<file path="config.mk">
export PLATFORM = sky130hd
export DESIGN_NAME = alu_sequencer
export DESIGN_NICKNAME = d
export VERILOG_FILES = /design/src/rtl/alu_sequencer.sv
export SDC_FILE = /design/constraint.sdc
export NUM_CORES = 1
export LEC_CHECK = 0
export CORE_AREA = 2 2 198 200
export CTS_BUF_LIST = sky130_fd_sc_hd__clkbuf_8
export DETAILED_ROUTE_END_ITERATION = 8
export DIE_AREA = 0 0 200 202
export PLACE_DENSITY = 0.41
export SETUP_SLACK_MARGIN = 0.05
export SLEW_MARGIN = 40
export SYNTH_ARGS = -nofsm -noshare
export SYNTH_HDL_FRONTEND = slang
export SYNTH_SLANG_ARGS = --single-unit
</file>
<file path="constraint.sdc">
create_clock -name clk -period 6.7 [get_ports clk]
set_input_delay 0.67 -clock clk [delete_from_list [all_inputs] [get_ports clk]]
set_output_delay 0.67 -clock clk [all_outputs]
set_load 0.01 [all_outputs]
</file>
<file path="src/rtl/alu_sequencer.sv">
// Issue stage for the 16-bit logic unit: 8x16 register file, operand drive, one-hot op strobe, writeback.
// Latency: ALU op writes 2 edges after accept, mov/ldi 1 edge; instr_ready only in IDLE, offers elsewhere are dropped.
module alu_sequencer #(
  parameter int REG_COUNT = 8,
  parameter int ADDR_W    = 3
) (
  input  logic              clk,
  input  logic              rst,
  input  logic              instr_valid,
  output logic              instr_ready,
  input  logic [3:0]        instr_op,
  input  logic [ADDR_W-1:0] instr_rd,
  input  logic [ADDR_W-1:0] instr_ra,
  input  logic [ADDR_W-1:0] instr_rb,
  input  logic [15:0]       instr_imm,
  output logic [15:0]       bus1,
  output logic [15:0]       bus2,
  input  logic [15:0]       bus3,
  output logic              pass,
  output logic              push,
  output logic              add,
  output logic              sub,
  output logic              inc,
  output logic              dec,
  output logic              mul,
  output logic              shr,
  output logic              shl,
  output logic              band,
  output logic              bor,
  output logic              bxor,
  output logic              bnegate,
  output logic              done,
  output logic              err,
  input  logic [ADDR_W-1:0] dbg_sel,
  output logic [15:0]       dbg_data
);

  localparam logic [3:0] OP_ADD     = 4'd0;
  localparam logic [3:0] OP_SUB     = 4'd1;
  localparam logic [3:0] OP_INC     = 4'd2;
  localparam logic [3:0] OP_DEC     = 4'd3;
  localparam logic [3:0] OP_MUL     = 4'd4;
  localparam logic [3:0] OP_SHR     = 4'd5;
  localparam logic [3:0] OP_SHL     = 4'd6;
  localparam logic [3:0] OP_BAND    = 4'd7;
  localparam logic [3:0] OP_BOR     = 4'd8;
  localparam logic [3:0] OP_BXOR    = 4'd9;
  localparam logic [3:0] OP_BNEGATE = 4'd10;
  localparam logic [3:0] OP_MOV     = 4'd11;
  localparam logic [3:0] OP_LDI     = 4'd12;

  typedef enum logic [1:0] {
    IDLE = 2'd0,
    EXEC = 2'd1,
    PUSH = 2'd2,
    LDI  = 2'd3
  } state_t;

  state_t            state;
  state_t            state_nxt;
  logic [15:0]       regs [REG_COUNT];
  logic [3:0]        op_q;
  logic [ADDR_W-1:0] rd_q;
  logic [ADDR_W-1:0] ra_q;
  logic [ADDR_W-1:0] rb_q;
  logic [15:0]       imm_q;
  logic              accept;
  logic              wr_en;
  logic [15:0]       wr_dat;
  logic              done_nxt;
  logic              err_nxt;

  assign accept   = instr_valid && instr_ready;
  assign dbg_data = regs[dbg_sel];

  always_ff @(posedge clk or posedge rst) begin
    if (rst) begin
      state <= IDLE;
      op_q  <= '0;
      rd_q  <= '0;
      ra_q  <= '0;
      rb_q  <= '0;
      imm_q <= '0;
      done  <= 1'b0;
      err   <= 1'b0;
    end else begin
      state <= state_nxt;
      done  <= done_nxt;
      err   <= err_nxt;
      if (accept) begin
        op_q  <= instr_op;
        rd_q  <= instr_rd;
        ra_q  <= instr_ra;
        rb_q  <= instr_rb;
        imm_q <= instr_imm;
      end
    end
  end

  always_ff @(posedge clk or posedge rst) begin
    if (rst) begin
      for (int i = 0; i < REG_COUNT; i++) regs[i] <= '0;
    end else if (wr_en) begin
      regs[rd_q] <= wr_dat;
    end
  end

  // Strobes and buses decode from state so an async reset clears them immediately.
  always_comb begin
    state_nxt   = state;
    instr_ready = 1'b0;
    bus1        = '0;
    bus2        = '0;
    pass        = 1'b0;
    push        = 1'b0;
    add         = 1'b0;
    sub         = 1'b0;
    inc         = 1'b0;
    dec         = 1'b0;
    mul         = 1'b0;
    shr         = 1'b0;
    shl         = 1'b0;
    band        = 1'b0;
    bor         = 1'b0;
    bxor        = 1'b0;
    bnegate     = 1'b0;
    wr_en       = 1'b0;
    wr_dat      = bus3;
    done_nxt    = 1'b0;
    err_nxt     = 1'b0;

    case (state)
      IDLE: begin
        instr_ready = 1'b1;
        if (instr_valid) begin
          if (instr_op <= OP_MOV)      state_nxt = EXEC;
          else if (instr_op == OP_LDI) state_nxt = LDI;
          else                         err_nxt   = 1'b1;
        end
      end

      EXEC: begin
        bus1 = regs[ra_q];
        bus2 = regs[rb_q];
        case (op_q)
          OP_ADD:     add     = 1'b1;
          OP_SUB:     sub     = 1'b1;
          OP_INC:     inc     = 1'b1;
          OP_DEC:     dec     = 1'b1;
          OP_MUL:     mul     = 1'b1;
          OP_SHR:     shr     = 1'b1;
          OP_SHL:     shl     = 1'b1;
          OP_BAND:    band    = 1'b1;
          OP_BOR:     bor     = 1'b1;
          OP_BXOR:    bxor    = 1'b1;
          OP_BNEGATE: bnegate = 1'b1;
          OP_MOV:     pass    = 1'b1;
          default:    ;
        endcase
        if (op_q == OP_MOV) begin
          wr_en     = 1'b1;
          done_nxt  = 1'b1;
          state_nxt = IDLE;
        end else begin
          state_nxt = PUSH;
        end
      end

      PUSH: begin
        // Register file is unchanged since EXEC, so re-reading holds the operands.
        bus1      = regs[ra_q];
        bus2      = regs[rb_q];
        push      = 1'b1;
        wr_en     = 1'b1;
        done_nxt  = 1'b1;
        state_nxt = IDLE;
      end

      LDI: begin
        wr_en     = 1'b1;
        wr_dat    = imm_q;
        done_nxt  = 1'b1;
        state_nxt = IDLE;
      end

      default: state_nxt = IDLE;
    endcase
  end

endmodule

</file>
==> run metrics <==
asr flop ratio synth 100%; post-CTS setup buffer count 0; Syn Nets 732; DR vias/cell 5.19; top post-synthesis cells by area dfrtp_1 43%, mux4_2 23%, a2bb2oi_1 11%, mux2_2 7.3%, nor2_1 3.1%; Ant. Diodes 0; Iter 0 DRT Violations 514; Synth Register Bits 161; Fin. Hold Viols 0; register area 0.00403 mm2; clock-pin slew on the worst setup and hold paths 100 ps; clk sink count 161; Yosys cell types 38; number of synthesized flops with an enable pin 0; skew final 14.2 ps; largest net degree at the start of global routing 82; Synth Area per Inst 13.9 um2; Slew Limit Fails 0; hold wc startpoint imm_q[13]$_DFFE_PP0P_; DR WL/cell 25.5 um; Synth area leader dfrtp_1; first-pass GRT wire length 49900 um; clock tree buffer depth 2; worst ir drop on vdd 0.250 mV; setup ws final 2970 ps; CP max-delay cell dfrtp_2; Leak 4.48 nW; RSZ-0062 raised after global routing no; fmax 268 MHz; vias in the first global route 7101; area grow syn2layout 22.9%; CTS tree yes; Slew headroom 45.8%; fin crit period 3730 ps; critical path depth in cells 4; Setup TNS Final 0 ps; Layout Utilization 30.3%; crit share post-route 55.6%; worst-skew pair later-pin latency 470 ps; Mapped Area 0.00944 mm2; Die W 200 um; Startpoint Class register; max_cap viols 0; grt total ovfl 0; Layout Nets 825; Clock Root Buffer clkbuf_8; CP max stage delay 710 ps; WS Path Type register to primary output; Hold Crit Class register to register; Starting Density 24.7%; multi-input combinational cell area 0.00508 mm2; DP Area 0.0112 mm2; critical path endpoint category primary output; Arrival @ worst endpoint 3060 ps; htree depth 4; Critical Path Source ra_q[0]$_DFFE_PP0P_; Filler cells 3881; WL final 33200 um; core region area 0.0383 mm2; Hold Path Cell Cnt 1; status completed; IO Pins 115; Port Buf Inserts 114; CTS hold repair buffers 0; die span in y 202 um; DP Wirelength 20000 um; most used standard cell by instance count after synthesis dfrtp_1; Top FF cell, synth dfrtp_1; WHS 506 ps; delay-heaviest family, CP buffers and inverters; Critical Path RT 6030 ps; reg2reg path depth 8; synth cell count leaders 161 x dfrtp_1, 117 x a2bb2oi_1, 96 x mux4_2; PwrDens 524 mW/mm2; Finished Cell Area 0.0116 mm2; post-CTS resize count 0; worst r2r src state[0]$_DFFE_PP0P_; Post-Synthesis Cells 677; Final ANT Viol Nets 0; number of CTS-inserted buffers 17; layout cells sized above 1 32.1%; row cnt 72; critical-path cell list buf_4 > mux4_2 > a22o_1 > clkdlybuf4s50_1; final routed DRC violation total 0; YS warnings 0; Die ar. 0.0404 mm2; post-synthesis sequential area ratio 42.7%; Least-Margin Pin Slew 813 ps; number of antenna violations at the first check in global routing 0; Placer Congestion 0.731; CP Buf/Inv Count 2; vias after detailed routing 6747; pre-CTS WS 3230 ps; # setup viols final 0; first drt pass iteration count 5; CP max FO 20; top-area cell type share of the netlist area 42.7%; gr usage total 17.1%
[layer usage]
layer	vias to the layer above	global-route usage, %	share of wire, %
li1	2905	-	-
met2	220	27.4	49
met4	0	3.89	1.2
met1	3594	23.6	44
met5	-	0	0
met3	28	3.55	5.9
[state kept, by name, indices dropped and copies added (netlist names), 2 cells and up]
signal  cells
ra_q        3
state       2
rb_q        3
imm_q      16
regs      128
rd_q        3
op_q        4
[report_power, final]
group	leakage (nW)	switching (mW)	internal (mW)
registers	1.96	0.550	1.45
clock network	0.211	0.419	0.386
logic	2.32	1.45	1.83
total	4.48	2.42	3.67
[layout by cell type (no fill, tap or decap), types with 4 or more instances in the layout]
cell and count:
mux2_2 61, mux4_2 96, a22o_1 32, ha_1 4, buf_4 25, nand2_1 4, dfrtp_1 159, a2bb2oi_2 11
clkbuf_8 18, a2bb2oi_1 117, clkdlybuf4s50_1 113, nor4_4 4, nor2_1 77, inv_1 4
[logic make-up (layout without fill, tap and decap cells)]
| group | count (synthesis) | count (layout) | synth area share, % |
|---|---|---|---|
| compound gates | 168 | 168 | 16.1 |
| flops | 161 | 161 | 42.7 |
| mux | 157 | 157 | 30.2 |
| simple gates | 114 | 114 | 6.76 |
| buf+inv | 73 | 179 | 3.78 |
| fa+ha+maj | 4 | 4 | 0.530 |
[area by class of cell]
cell class              instances  share of cell area [%]
clock buffers                  18                    2.13
clock inverters                14                    1.54
inverters                       4                   0.194
multi-input cells             443                    43.8
flip-flops and latches        161                    34.7
well taps                     518                    5.58
repair buffers                143                    12.0
[stage by stage]
step	power (mW)	instances
3_5_place_dp	5.32	1269
3_3_place_gp	5.29	1265
4_1_cts	6.16	1301
2_1_floorplan	4.05	677
6_report	6.09	1301
5_1_grt	6.47	1301
[path summary, 6_finish.rpt]
check	endpoint	slack, ps
setup / recovery	bus1[15]	2970
hold / removal	imm_q[13]$_DFFE_PP0P_	510
setup reg to reg	regs[68]$_DFFE_PP0P_	4170
hold reg to reg	imm_q[13]$_DFFE_PP0P_	510
max in group asynchronous	regs[93]$_DFFE_PP0P_	4920
min in group asynchronous	regs[18]$_DFFE_PP0P_	690
[worst reg2reg max path: stages (launching register included)]
cell and delay, ps:
dfrtp_1 410, inv_1 80, ha_1 230, nor2_1 330, o21a_1 730, nor3_4 90, buf_4 220, buf_8 170
a2bb2oi_1 140
(Power assumes the default switching activity.)
